### src/rtl/muldiv_unit.sv
// Iterative RV32M multiply/divide unit: 32 shift-add or restoring-divide steps on
// operand magnitudes, then sign correction, with a one-cycle register-file write strobe.
module muldiv_unit #(
    parameter int XLEN       = 32,
    parameter int ITERATIONS = 32
) (
    input  logic            clock,
    input  logic            reset,
    input  logic            start,
    input  logic            flush,
    input  logic [2:0]      funct3,
    input  logic [XLEN-1:0] operand_a,
    input  logic [XLEN-1:0] operand_b,
    input  logic [4:0]      dest_register,
    output logic            busy,
    output logic            done,
    output logic [XLEN-1:0] result,
    output logic [4:0]      result_register,
    output logic            register_write
);

    localparam int CW = $clog2(ITERATIONS);
    localparam logic [CW-1:0] LAST_STEP = CW'(ITERATIONS - 1);

    typedef enum logic [1:0] {IDLE, CALC, FINISH} state_t;

    state_t            state, state_next;
    logic [2:0]        op;
    logic              a_neg, b_neg, b_zero;
    logic [XLEN-1:0]   mag_op;        // multiplicand for MUL*, divisor for DIV*/REM*
    logic [2*XLEN-1:0] acc;           // {product} or {remainder, quotient}
    logic [CW-1:0]     counter;
    logic [4:0]        rd;

    // Operand preparation, evaluated on the live inputs for the accepting edge.
    logic            a_signed_in, b_signed_in, a_neg_in, b_neg_in;
    logic [XLEN-1:0] mag_a_in, mag_b_in;

    assign a_signed_in = funct3[2] ? ~funct3[0] : (funct3[1:0] != 2'b11);
    assign b_signed_in = funct3[2] ? ~funct3[0] : ~funct3[1];
    assign a_neg_in    = a_signed_in & operand_a[XLEN-1];
    assign b_neg_in    = b_signed_in & operand_b[XLEN-1];
    assign mag_a_in    = a_neg_in ? -operand_a : operand_a;
    assign mag_b_in    = b_neg_in ? -operand_b : operand_b;

    // One iteration of each algorithm.
    logic [XLEN:0]     mul_sum, rem_shift;
    logic [XLEN-1:0]   rem_sub;
    logic              rem_ge;
    logic [2*XLEN-1:0] mul_step, div_step;

    assign mul_sum   = {1'b0, acc[2*XLEN-1:XLEN]} + (acc[0] ? {1'b0, mag_op} : '0);
    assign mul_step  = {mul_sum, acc[XLEN-1:1]};
    assign rem_shift = {acc[2*XLEN-1:XLEN], acc[XLEN-1]};
    assign rem_ge    = rem_shift >= {1'b0, mag_op};
    assign rem_sub   = rem_shift[XLEN-1:0] - mag_op;
    assign div_step  = {(rem_ge ? rem_sub : rem_shift[XLEN-1:0]), acc[XLEN-2:0], rem_ge};

    // Sign correction and special cases.
    logic [2*XLEN-1:0] product;
    logic [XLEN-1:0]   quotient, remainder, final_value;

    assign product   = (a_neg ^ b_neg) ? -acc : acc;
    assign quotient  = acc[XLEN-1:0];
    assign remainder = acc[2*XLEN-1:XLEN];

    // NOTE: every signal assigned in always_comb gets a default first so no latch is inferred.
    always_comb begin
        final_value = product[XLEN-1:0];
        if (!op[2]) begin
            final_value = (op[1:0] == 2'b00) ? product[XLEN-1:0] : product[2*XLEN-1:XLEN];
        end else if (!op[1]) begin
            final_value = b_zero ? '1 : ((a_neg ^ b_neg) ? -quotient : quotient);
        end else begin
            // Divide-by-zero leaves the dividend magnitude as remainder, so REM returns operand_a.
            final_value = a_neg ? -remainder : remainder;
        end
    end

    // NOTE: sequential state uses non-blocking assignments so all registers update together.
    always_ff @(posedge clock or posedge reset) begin
        if (reset) state <= IDLE;
        else       state <= state_next;
    end

    always_comb begin
        state_next = state;
        case (state)
            IDLE:    if (start && !flush && !done) state_next = CALC;
            CALC:    if (flush) state_next = IDLE;
                     else if (counter == LAST_STEP) state_next = FINISH;
            FINISH:  state_next = IDLE;
            default: state_next = IDLE;
        endcase
    end

    always_comb begin
        busy = (state != IDLE);
    end

    always_ff @(posedge clock or posedge reset) begin
        if (reset) begin
            op              <= '0;
            a_neg           <= 1'b0;
            b_neg           <= 1'b0;
            b_zero          <= 1'b0;
            mag_op          <= '0;
            acc             <= '0;
            counter         <= '0;
            rd              <= '0;
            done            <= 1'b0;
            register_write  <= 1'b0;
            result          <= '0;
            result_register <= '0;
        end else begin
            done           <= 1'b0;
            register_write <= 1'b0;
            case (state)
                IDLE: begin
                    if (state_next == CALC) begin
                        op      <= funct3;
                        a_neg   <= a_neg_in;
                        b_neg   <= b_neg_in;
                        b_zero  <= (operand_b == '0);
                        mag_op  <= funct3[2] ? mag_b_in : mag_a_in;
                        acc     <= {{XLEN{1'b0}}, (funct3[2] ? mag_a_in : mag_b_in)};
                        counter <= '0;
                        rd      <= dest_register;
                    end
                end
                CALC: begin
                    if (!flush) begin
                        acc     <= op[2] ? div_step : mul_step;
                        counter <= counter + 1'b1;
                    end
                end
                FINISH: begin
                    if (!flush) begin
                        result          <= final_value;
                        result_register <= rd;
                        done            <= 1'b1;
                        register_write  <= (rd != 5'd0);
                    end
                end
                default: ;
            endcase
        end
    end

endmodule

### config.mk
export PLATFORM = sky130hd
export DESIGN_NAME = muldiv_unit
export DESIGN_NICKNAME = d
export VERILOG_FILES = /design/src/rtl/muldiv_unit.sv
export SDC_FILE = /design/constraint.sdc
export NUM_CORES = 1
export LEC_CHECK = 0
export ABC_AREA = 1
export CORE_AREA = 5 5 186 188
export DETAILED_ROUTE_END_ITERATION = 16
export DIE_AREA = 0 0 191 193
export PLACE_DENSITY_LB_ADDON = 0.08
export SYNTH_ARGS = -nofsm -noshare
export SYNTH_HDL_FRONTEND = slang
export SYNTH_SLANG_ARGS = --single-unit
### constraint.sdc
create_clock -name clock -period 4.77 [get_ports clock]
set_clock_uncertainty 0.1 [all_clocks]
set_input_delay 0.954 -clock clock [delete_from_list [all_inputs] [get_ports clock]]
set_output_delay 0.954 -clock clock [all_outputs]
set_load 0.01 [all_outputs]
==> metrics <==
Max stage delay on crit path 0.65 ns; post-route minimum period 3.59 ns; WP data arrival 3.82 ns; Tcrit/Tclk final 75.2%; placed insts 3667; 1st-iter DRT viols 3355; Multi-input gate area 12000 um2; crit path max fanout 17; GP Congestion 1.13; root buffer cell clkbuf_16; diode count 0; Synth cell types 63; Slew @ Worst Pin 1.25 ns; status finished, final reports clean; overall routing resource usage 42.2%; ys flop type dfrtp_1; Post-synth EDFFs 0; Initial Utilization 54.9%; FMAX 0.279 GHz; Final Core Density 61.3%; total number of yosys warnings 0; Max Root-Sink Buffers 2; core area 32900 um2; port bufs 115; MaxCap Viol Count 0; CTS-repair resized insts 0; number of fillers in the final layout 3302; die height 193 um; critical-path cell list clkdlybuf4s50_1, inv_1, nor2_1, nand3_1, nor2_2, clkinv_1, o221ai_1; Final Max Slew Viols 0; Finished Layout Cells 3699; htree depth 4; Die X 191 um; DR WL/cell 21.4 um; Avg Inst Size Synth 5.68 um2; Min-Delay Path Class reg -> reg; DR pass1 iterations 8; Synth Instances 3184; Final setup viols 0; IO Pins 116; total power 11.4 mW; layout cell share with drive strength beyond 1 3.81%; CP required 5.01 ns; Area Overhead vs Synth 11.6%; vias in the first global route 20500; synthesized area 18100 um2; FF+latch count, synth 153; crit path max-delay cell type nor2_2; ys async rst share 100%; Final ANT Viol Nets 0; crit path capture type flip-flop; via count 22500; CTS Buf Count 17; hpwl dp 63.0 mm; CP startpoint kind input port; register area 3830 um2; FF-to-FF setup slack 1.35 ns; RSZ-0062 raised after global routing no; row count 67; worst setup path class in -> reg; CTS tree built; # DRC 0; clk slew on worst S/H paths 0.07 ns; Seq/Total Area, Yosys 21.2%; grt total ovfl 0; Static Leak 10.7 nW; headroom to the max-slew limit 16.7%; postcts setup bufs 0; DR vias/cell 6.08; Power Density 567 nW/um2; first-pass GRT wire length 119 mm; Peak VDD IR 0.000356 V; largest net degree at the start of global routing 114; Mapped Nets 3332; Routed WL 79.1 mm; commonest non-fill, non-tap cell in the layout nand2_1; setup_tns 0 ns; Num Clock Sinks 153; Post-layout nets 3386; commonest non-fill, non-tap cells in the layout nand2_1, inv_1, nand3_1; Die ar. 36900 um2; Post-CTS Hold Buffers 0; initial antenna violation count 1; Final Hold Violating Endpoints 0; clock latency on the worst-skew pair 0.46 ns
[power by group]
group	total (mW)	internal (mW)	switching, mW	leakage (nW)
Sequential	2.37	1.59	0.780	1.92
Combinational	7.57	2.28	5.28	8.44
Clock	1.50	0.879	0.626	0.298
[per-stage QoR]
| step | hold slack, ns | cell area (um2) | setup slack, ns |
|---|---|---|---|
| floorplan | 0.346 | 18100 | 1.79 |
| global placement | 0.361 | 19600 | 0.886 |
| detailed placement | 0.365 | 19600 | 0.827 |
| CTS | 0.383 | 20200 | 1.29 |
| global route | 0.403 | 20200 | 1.05 |
| finish | 0.382 | 20200 | 1.18 |
[worst max-delay path, delay by kind of cell]
| kind | cells | cell delay [ns] |
|---|---|---|
| AND/OR/NAND/NOR | 3 | 1.32 |
| buffers and inverters | 3 | 1.11 |
| AO/OA/AOI/OAI | 1 | 0.44 |
[metal layers]
layer	part of all wire (%)	global-route usage (%)	vias to the layer above
met5	0	0	-
met1	39	55.2	10200
met2	41	62.7	1578
met4	7.2	25.3	0
met3	13	11.2	310
li1	-	-	10300
[sequential cells by signal (all words and copies together) (netlist names), 2 cells and up]
name,count
acc,64
rd,5
op,3
result,32
result_register,5
counter,5
mag_op,32
state,2
[area by class of cell]
type / count / share of cell area [%]
Multi-Input combinational cell: 2450 / 59.5
Clock buffer: 18 / 2.13
Clock inverter: 14 / 0.954
Tap cell: 448 / 2.78
Timing Repair Buffer: 143 / 6.87
Inverter: 473 / 8.84
Sequential cell: 153 / 19.0
[cell usage after synthesis (3+ instances only)]
master | count | area [um2]
a21oi_1 | 173 | 866
o211ai_1 | 40 | 300
a22oi_1 | 15 | 113
o211ai_2 | 3 | 37.5
buf_6 | 3 | 33.8
a21boi_0 | 3 | 22.5
o31ai_1 | 3 | 22.5
nor3_1 | 23 | 115
nand2_1 | 988 | 3710
or2_2 | 4 | 25.0
dfrtp_1 | 153 | 3830
buf_2 | 24 | 120
nand3b_1 | 15 | 113
a21o_1 | 4 | 30.0
clkinv_1 | 4 | 15.0
clkbuf_1 | 67 | 251
buf_1 | 10 | 37.5
o21bai_1 | 10 | 75.1
inv_1 | 458 | 1720
a211o_1 | 4 | 35.0
nand2_2 | 13 | 81.3
xnor2_1 | 5 | 43.8
o21ai_1 | 12 | 60.1
nor2_1 | 351 | 1320
nand4_1 | 41 | 257
inv_2 | 9 | 33.8
nand3_1 | 364 | 1820
xor2_1 | 64 | 561
o221ai_1 | 16 | 140
a31oi_1 | 12 | 75.1
o21ai_0 | 166 | 831
nor2_2 | 12 | 75.1
nand3_2 | 4 | 40.0
ha_1 | 70 | 876
[kinds of logic after synthesis]
family	Yosys count	synth area share, %
AOI/OAI and AO/OA	475	15.0
xor gates and xnor gates	69	3.34
adders and majority gates	72	5.06
buffers and inverters	581	12.6
DFF	153	21.2
muxes	1	0.0553
and+or+nand+nor	1833	42.8
[final timing paths]
| kind | startpoint | to | depth (start not counted) |
|---|---|---|---|
| max in group asynchronous | reset | op[2]$_DFFE_PP0P_ | 3 |
| worst max register to register | state[0]$_DFF_PP0_ | acc[0]$_DFFE_PP0P_ | 10 |
| worst min-delay path | result[15]$_DFFE_PP0P_ | result[15]$_DFFE_PP0P_ | 2 |
| worst max-delay path | start | mag_op[8]$_DFFE_PP0P_ | 7 |
| worst min register to register | result[15]$_DFFE_PP0P_ | result[15]$_DFFE_PP0P_ | 2 |
| min in group asynchronous | reset | result[23]$_DFFE_PP0P_ | 3 |
(Power assumes the default switching activity.)
